`config.mk`:
```
export PLATFORM = sky130hd
export DESIGN_NAME = tag_lookup_ctrl_flat
export DESIGN_NICKNAME = d
export VERILOG_FILES = /design/src/rtl/tag_lookup_ctrl_if.sv /design/src/rtl/tag_lookup_ctrl.sv /design/src/flat_wrapper.sv
export SDC_FILE = /design/constraint.sdc
export NUM_CORES = 1
export LEC_CHECK = 0
export ABC_AREA = 1
export CORE_MARGIN = 1.5
export CORE_UTILIZATION = 50
export DETAILED_ROUTE_END_ITERATION = 8
export GPL_TIMING_DRIVEN = 0
export PLACE_DENSITY = 0.86
export SYNTH_ARGS = -nofsm -noshare
export SYNTH_HDL_FRONTEND = slang
export SYNTH_SLANG_ARGS = --single-unit
```
`constraint.sdc`:
```
create_clock -name clock -period 5 [get_ports clock]
set_input_delay 1 -clock clock [delete_from_list [all_inputs] [get_ports clock]]
set_output_delay 1 -clock clock [all_outputs]
set_load 0.01 [all_outputs]
```
`src/rtl/tag_lookup_ctrl_if.sv`:
```
// Request/response handshake bundle between a cache client and tag_lookup_ctrl.
// The master modport is the requesting client; the slave modport is the controller.
interface tag_lookup_ctrl_if #(
  parameter int TWIDTH = 12,
  parameter int AWIDTH = 3,
  parameter int OWIDTH = 2
) ();

  logic                              req_valid;
  logic                              req_ready;
  logic [TWIDTH+AWIDTH+OWIDTH-1:0]   req_addr;
  logic                              req_we;

  logic                              resp_valid;
  logic                              resp_ready;
  logic                              resp_hit;
  logic                              resp_way;
  logic                              resp_victim_dirty;
  logic [TWIDTH-1:0]                 resp_victim_tag;

  modport master (
    output req_valid,
    output req_addr,
    output req_we,
    output resp_ready,
    input  req_ready,
    input  resp_valid,
    input  resp_hit,
    input  resp_way,
    input  resp_victim_dirty,
    input  resp_victim_tag
  );

  modport slave (
    input  req_valid,
    input  req_addr,
    input  req_we,
    input  resp_ready,
    output req_ready,
    output resp_valid,
    output resp_hit,
    output resp_way,
    output resp_victim_dirty,
    output resp_victim_tag
  );

endinterface

```
`src/rtl/tag_lookup_ctrl.sv`:
```
// Lookup/update controller for two synchronous-read tag RAMs of a 2-way cache.
// Optional power-up clear of both tag RAMs is enabled with `define TAG_INIT_CLEAR_EN.
//
//   state   | meaning
//   --------+---------------------------------------------------------------
//   INIT    | (TAG_INIT_CLEAR_EN only) zero one set of both ways per cycle
//   IDLE    | ready for a request; capture tag/index/write on handshake
//   READ    | present idx_q to both RAMs; data returns next cycle
//   COMPARE | compare both ways, write back hit/allocated entry, update LRU
//   RESP    | hold registered response until consumed
module tag_lookup_ctrl #(
  parameter int AWIDTH = 3,
  parameter int DWIDTH = 14,
  parameter int OWIDTH = 2
) (
  input  logic              clock,
  input  logic              reset,
  tag_lookup_ctrl_if.slave  bus,
  output logic [AWIDTH-1:0] tag_addr,
  output logic              t0_we,
  output logic              t1_we,
  output logic [DWIDTH-1:0] tag_din,
  input  logic [DWIDTH-1:0] t0_dout,
  input  logic [DWIDTH-1:0] t1_dout
);

  localparam int TWIDTH = DWIDTH - 2;
  localparam int DEPTH  = 1 << AWIDTH;
  localparam int IDX_LO = OWIDTH;
  localparam int TAG_LO = OWIDTH + AWIDTH;
  localparam int ADDR_W = TWIDTH + AWIDTH + OWIDTH;

  typedef enum logic [2:0] {
    IDLE    = 3'd0,
    READ    = 3'd1,
    COMPARE = 3'd2,
    RESP    = 3'd3,
    INIT    = 3'd4
  } state_t;

`ifdef TAG_INIT_CLEAR_EN
  localparam state_t RESET_STATE = INIT;
`else
  localparam state_t RESET_STATE = IDLE;
`endif

  state_t state, state_n;

  logic [TWIDTH-1:0] tag_q;
  logic [AWIDTH-1:0] idx_q;
  logic              we_q;
  logic [DEPTH-1:0]  lru;

  logic              hit_q;
  logic              way_q;
  logic              vdirty_q;
  logic [TWIDTH-1:0] vtag_q;

`ifdef TAG_INIT_CLEAR_EN
  logic [AWIDTH-1:0] init_addr;
`endif

  // Block offset plays no part in the tag compare.
  logic unused_offset;
  assign unused_offset = &{1'b0, bus.req_addr[OWIDTH-1:0]};

  logic              v0, v1;
  logic [TWIDTH-1:0] tg0, tg1;
  logic              hit0, hit1, hit, hit_way;
  logic              victim, victim_valid, victim_dirty;
  logic [TWIDTH-1:0] victim_tag;
  logic              acc_way;

  always_comb begin
    v0   = t0_dout[DWIDTH-1];
    v1   = t1_dout[DWIDTH-1];
    tg0  = t0_dout[TWIDTH-1:0];
    tg1  = t1_dout[TWIDTH-1:0];
    hit0 = v0 && (tg0 == tag_q);
    hit1 = v1 && (tg1 == tag_q);
    hit  = hit0 || hit1;
    // A double hit can only come from a corrupted set; way 0 takes it.
    hit_way = hit0 ? 1'b0 : 1'b1;

    if (!v0) begin
      victim = 1'b0;
    end else if (!v1) begin
      victim = 1'b1;
    end else begin
      victim = lru[idx_q];
    end

    victim_valid = victim ? v1 : v0;
    victim_dirty = victim ? t1_dout[DWIDTH-2] : t0_dout[DWIDTH-2];
    victim_tag   = victim ? tg1 : tg0;
    acc_way      = hit ? hit_way : victim;
  end

  always_comb begin
    state_n        = state;
    tag_addr       = '0;
    t0_we          = 1'b0;
    t1_we          = 1'b0;
    tag_din        = '0;
    bus.req_ready  = 1'b0;
    bus.resp_valid = 1'b0;

    case (state)
      IDLE: begin
        bus.req_ready = 1'b1;
        if (bus.req_valid) begin
          state_n = READ;
        end
      end

      READ: begin
        tag_addr = idx_q;
        state_n  = COMPARE;
      end

      COMPARE: begin
        tag_addr = idx_q;
        if (hit) begin
          if (we_q) begin
            t0_we   = ~hit_way;
            t1_we   = hit_way;
            tag_din = {2'b11, tag_q};
          end
        end else begin
          t0_we   = ~victim;
          t1_we   = victim;
          tag_din = {1'b1, we_q, tag_q};
        end
        state_n = RESP;
      end

      RESP: begin
        bus.resp_valid = 1'b1;
        if (bus.resp_ready) begin
          state_n = IDLE;
        end
      end

`ifdef TAG_INIT_CLEAR_EN
      INIT: begin
        tag_addr = init_addr;
        // Held in INIT during reset; enables must stay low until release.
        t0_we    = ~reset;
        t1_we    = ~reset;
        if (init_addr == AWIDTH'(DEPTH - 1)) begin
          state_n = IDLE;
        end
      end
`endif

      default: begin
        state_n = IDLE;
      end
    endcase
  end

  always_ff @(posedge clock or posedge reset) begin
    if (reset) begin
      state    <= RESET_STATE;
      tag_q    <= '0;
      idx_q    <= '0;
      we_q     <= 1'b0;
      lru      <= '0;
      hit_q    <= 1'b0;
      way_q    <= 1'b0;
      vdirty_q <= 1'b0;
      vtag_q   <= '0;
`ifdef TAG_INIT_CLEAR_EN
      init_addr <= '0;
`endif
    end else begin
      state <= state_n;

      if (state == IDLE && bus.req_valid) begin
        tag_q <= bus.req_addr[ADDR_W-1:TAG_LO];
        idx_q <= bus.req_addr[TAG_LO-1:IDX_LO];
        we_q  <= bus.req_we;
      end

      if (state == COMPARE) begin
        lru[idx_q] <= ~acc_way;
        hit_q      <= hit;
        way_q      <= acc_way;
        vdirty_q   <= !hit && victim_valid && victim_dirty;
        vtag_q     <= (!hit && victim_valid) ? victim_tag : '0;
      end

`ifdef TAG_INIT_CLEAR_EN
      if (state == INIT) begin
        init_addr <= init_addr + AWIDTH'(1);
      end
`endif
    end
  end

  assign bus.resp_hit          = hit_q;
  assign bus.resp_way          = way_q;
  assign bus.resp_victim_dirty = vdirty_q;
  assign bus.resp_victim_tag   = vtag_q;

endmodule
```
`src/flat_wrapper.sv`:
```
// flat-port wrapper written by rule: the top's interface ports become plain ports
module tag_lookup_ctrl_flat 
#(
  parameter int AWIDTH = 3,
  parameter int DWIDTH = 14,
  parameter int OWIDTH = 2
)
  (clock, reset, tag_addr, t0_we, t1_we, tag_din, t0_dout, t1_dout, bus_req_valid, bus_req_addr, bus_req_we, bus_resp_ready, bus_req_ready, bus_resp_valid, bus_resp_hit, bus_resp_way, bus_resp_victim_dirty, bus_resp_victim_tag);
  tag_lookup_ctrl_if #(.AWIDTH(AWIDTH), .OWIDTH(OWIDTH)) bus_i ();
  input  logic clock;
  input  logic reset;
  output logic [AWIDTH-1:0] tag_addr;
  output logic t0_we;
  output logic t1_we;
  output logic [DWIDTH-1:0] tag_din;
  input  logic [DWIDTH-1:0] t0_dout;
  input  logic [DWIDTH-1:0] t1_dout;
  input wire logic [$bits(bus_i.req_valid)-1:0] bus_req_valid;
  input wire logic [$bits(bus_i.req_addr)-1:0] bus_req_addr;
  input wire logic [$bits(bus_i.req_we)-1:0] bus_req_we;
  input wire logic [$bits(bus_i.resp_ready)-1:0] bus_resp_ready;
  output wire logic [$bits(bus_i.req_ready)-1:0] bus_req_ready;
  output wire logic [$bits(bus_i.resp_valid)-1:0] bus_resp_valid;
  output wire logic [$bits(bus_i.resp_hit)-1:0] bus_resp_hit;
  output wire logic [$bits(bus_i.resp_way)-1:0] bus_resp_way;
  output wire logic [$bits(bus_i.resp_victim_dirty)-1:0] bus_resp_victim_dirty;
  output wire logic [$bits(bus_i.resp_victim_tag)-1:0] bus_resp_victim_tag;
  assign bus_i.req_valid = bus_req_valid;
  assign bus_i.req_addr = bus_req_addr;
  assign bus_i.req_we = bus_req_we;
  assign bus_i.resp_ready = bus_resp_ready;
  assign bus_req_ready = bus_i.req_ready;
  assign bus_resp_valid = bus_i.resp_valid;
  assign bus_resp_hit = bus_i.resp_hit;
  assign bus_resp_way = bus_i.resp_way;
  assign bus_resp_victim_dirty = bus_i.resp_victim_dirty;
  assign bus_resp_victim_tag = bus_i.resp_victim_tag;
  tag_lookup_ctrl #(.AWIDTH(AWIDTH), .DWIDTH(DWIDTH), .OWIDTH(OWIDTH)) u_core (.clock(clock), .reset(reset), .bus(bus_i), .tag_addr(tag_addr), .t0_we(t0_we), .t1_we(t1_we), .tag_din(tag_din), .t0_dout(t0_dout), .t1_dout(t1_dout));
endmodule
```
==> results.sh <==
export IMPL_status="finished clean"
export IMPL_rr_startpoint="u_core.tag_q[1]"
export IMPL_clockBufferDepth=2
export IMPL_antenna_found_initial=0
export IMPL_die_x_um=74.7
export IMPL_drt_iter0_drc=179
export IMPL_nNetsFinal=533
export IMPL_synth_area_per_cell_um2=6.59
export IMPL_p_total_mw=2.07
export IMPL_cts_setup_buffers=0
export IMPL_hold_buffers=0
export IMPL_grt_pass1_wl_mm=11.5
export IMPL_cp_slowest_cell="clkdlybuf4s50_1"
export IMPL_drt_pass1_iter_count=5
export IMPL_power_leakage_nw=1.88
export IMPL_core_mm2=0.00485
export IMPL_arrival_ns=3.13
export IMPL_p_per_area_mw_per_mm2=580
export IMPL_viasPerCell=5.00
export IMPL_numPortBuffers=83
export IMPL_diodes=0
export IMPL_yosysWarnings=0
export IMPL_min_from="u_core.bus.resp_victim_dirty"
export IMPL_hold_viol=0
export IMPL_hold_path_class="reg -> reg"
export IMPL_crit_fanout=10
export IMPL_reg2reg_to="u_core.bus.resp_victim_tag[2]"
export IMPL_gp_congestion=0.944
export IMPL_row_count=25
export IMPL_worstMarginPinSlew_ns=0.854
export IMPL_multiInputGateArea_mm2=0.00124
export IMPL_final_cell_mix="144 x nand2_1, 83 x clkdlybuf4s50_1, 58 x inv_1"
export IMPL_ant_nets=0
export IMPL_grt_pass1_vias=2597
export IMPL_layout_drive_gt1_share_pct=7.50
export IMPL_drv_cap=0
export IMPL_cts_root_buf="clkbuf_8"
export IMPL_via_count=2733
export IMPL_start_kind="input port"
export IMPL_syn_area_mm2=0.00257
export IMPL_synth_seq_area_share_pct=39.9
export IMPL_place_hpwl_mm=5.47
export IMPL_crit_start="t0_dout[13]"
export IMPL_ios=86
export IMPL_synthCells=390
export IMPL_htree_levels=2
export IMPL_drc=0
export IMPL_setup_violations_final=0
export IMPL_cts_resized=0
export IMPL_rsz0062_at_grt="false"
export IMPL_synth_seq_cells=41
export IMPL_syn_nets=443
export IMPL_numCtsBuffers=5
export IMPL_whs_endpoint="u_core.bus.resp_victim_dirty"
export IMPL_hold_depth=2
export IMPL_max_stage_delay_ns=0.66
export IMPL_areaGrowthSynthToFinish_pct=38.9
export IMPL_layout_commonest_cell="nand2_1"
export IMPL_path_class="in -> out"
export IMPL_finalSetupTns_ns=0
export IMPL_die_y_um=74.7
export IMPL_slew_headroom_pct=43.0
export IMPL_min_period_ns=4.13
export IMPL_clk_latency_ns=0.30
export IMPL_r2r_cells=12
export IMPL_wl_per_cell_um=13.2
export IMPL_grt_max_degree=42
export IMPL_yosysUniqueCellTypes=24
export IMPL_final_cells=547
export IMPL_cts_sinks=41
export IMPL_totalWireLength_mm=7.21
export IMPL_initial_core_util_pct=53.0
export IMPL_irDropWorstVdd_mv=0.391
export IMPL_clk_pin_slew_ns=0.07
export IMPL_drv_slew=0
export IMPL_crit_chain="clkdlybuf4s50_1 -> nand2_1 -> nor2_1 -> nand2_1 -> nor2_1 -> nand2_2 -> nand3_2 -> nand2_2 -> clkinv_2 -> buf_6 -> nor2_2 -> clkdlybuf4s50_1"
export IMPL_critPathRequiredTime_ns=4.00
export IMPL_period_share_pct=82.5
export IMPL_whs_ns=0.482
export IMPL_fill_cells=408
export IMPL_grt_overflow_total=0
export IMPL_fmax_mhz=242
export IMPL_reg2reg_slack_ns=3.27
export IMPL_gr_usage_all_layers_pct=27.6
export IMPL_fin_worst_skew_ns=0.00495
export IMPL_regArea_mm2=0.00103
export IMPL_dp_cells=540
export IMPL_die_area_mm2=0.00558
export IMPL_cts_tree="yes"
export IMPL_endpoint_kind="primary output"
## registers in the layout, summed over array words and instances, names as in the netlist
register and flops:
u_core.bus.resp_victim_tag 12, u_core.tag_q 12, u_core.bus.resp_way 1, u_core.idx_q 3, u_core.bus.resp_hit 1, u_core.we_q 1
u_core.lru 8, u_core.bus.resp_victim_dirty 1, u_core.state 2
## kinds of logic (layout without fill, tap and decap cells)
logic type / count (synthesis) / count (layout) / synth area share, %
mux: 1 / 1 / 0.438
fa+ha+maj: 3 / 3 / 1.46
simple gates: 237 / 237 / 38.6
compound gates: 34 / 34 / 7.60
buf+inv: 73 / 163 / 11.7
flops: 41 / 41 / 39.9
xor+xnor: 1 / 1 / 0.341
## worst max-delay path by stage
stage                     depth (start not counted)  slack, ns           to
after CTS                                        12       0.87  tag_din[10]
after detailed placement                         12       0.88  tag_din[10]
after floorplan                                  12       2.07  tag_din[10]
final                                            12       0.87  tag_din[10]
after global placement                           12       0.89  tag_din[10]
after global routing                             12       0.73  tag_din[10]
## metrics by stage
step	setup WS (ns)	util [%]	cell area (um^2)
2_1_floorplan	2.07	-	2570
3_3_place_gp	0.888	71.9	3480
3_5_place_dp	0.880	71.9	3480
4_1_cts	0.872	73.7	3570
5_1_grt	0.729	73.7	3570
6_report	0.874	73.7	3570
## cells in the mapped netlist
library cell | n | area, um^2
o22ai_1 | 1 | 6.26
nand3_2 | 3 | 30.0
o211ai_1 | 4 | 30.0
clkinv_2 | 1 | 5.00
dfrtp_1 | 41 | 1030
xnor2_1 | 1 | 8.76
nor2_2 | 11 | 68.8
mux2_2 | 1 | 11.3
o21ai_0 | 12 | 60.1
buf_2 | 2 | 10.0
inv_1 | 59 | 221
a21oi_1 | 15 | 75.1
nand2_2 | 3 | 18.8
nand2_1 | 144 | 541
clkbuf_1 | 5 | 18.8
a21boi_0 | 1 | 7.51
ha_1 | 3 | 37.5
inv_2 | 3 | 11.3
or2_0 | 1 | 6.26
nand3_1 | 30 | 150
buf_6 | 3 | 33.8
nor2_1 | 44 | 165
o21ai_4 | 1 | 16.3
nand2_4 | 1 | 11.3
## routing by layer
metal  vias to the layer above  track usage (%)  wire length [um]
met1                      1254             35.7              3200
met4                         0             9.70                95
met5                         -                0                 0
met3                         8             5.09               445
li1                       1360                -                 -
met2                       111             46.7              3470
## power breakdown
| part | switching, mW | internal, mW |
|---|---|---|
| Sequential | 0.105 | 0.496 |
| Combinational | 0.682 | 0.568 |
| Clock | 0.111 | 0.110 |
| Total | 0.898 | 1.17 |
## critical path, delay by kind of cell
family | cells | cell delay, ns
buffers and inverters | 4 | 1.40
and+or+nand+nor | 8 | 0.73
## layout make-up
class / count / share of cell area (%)
inverters: 63 / 6.66
clock buffers: 7 / 2.42
multi-input cells: 276 / 34.8
plain buffers: 10 / 1.75
flip-flops and latches: 41 / 28.7
repair buffers: 83 / 23.3
well taps: 67 / 2.35
(Power assumes the default switching activity.)
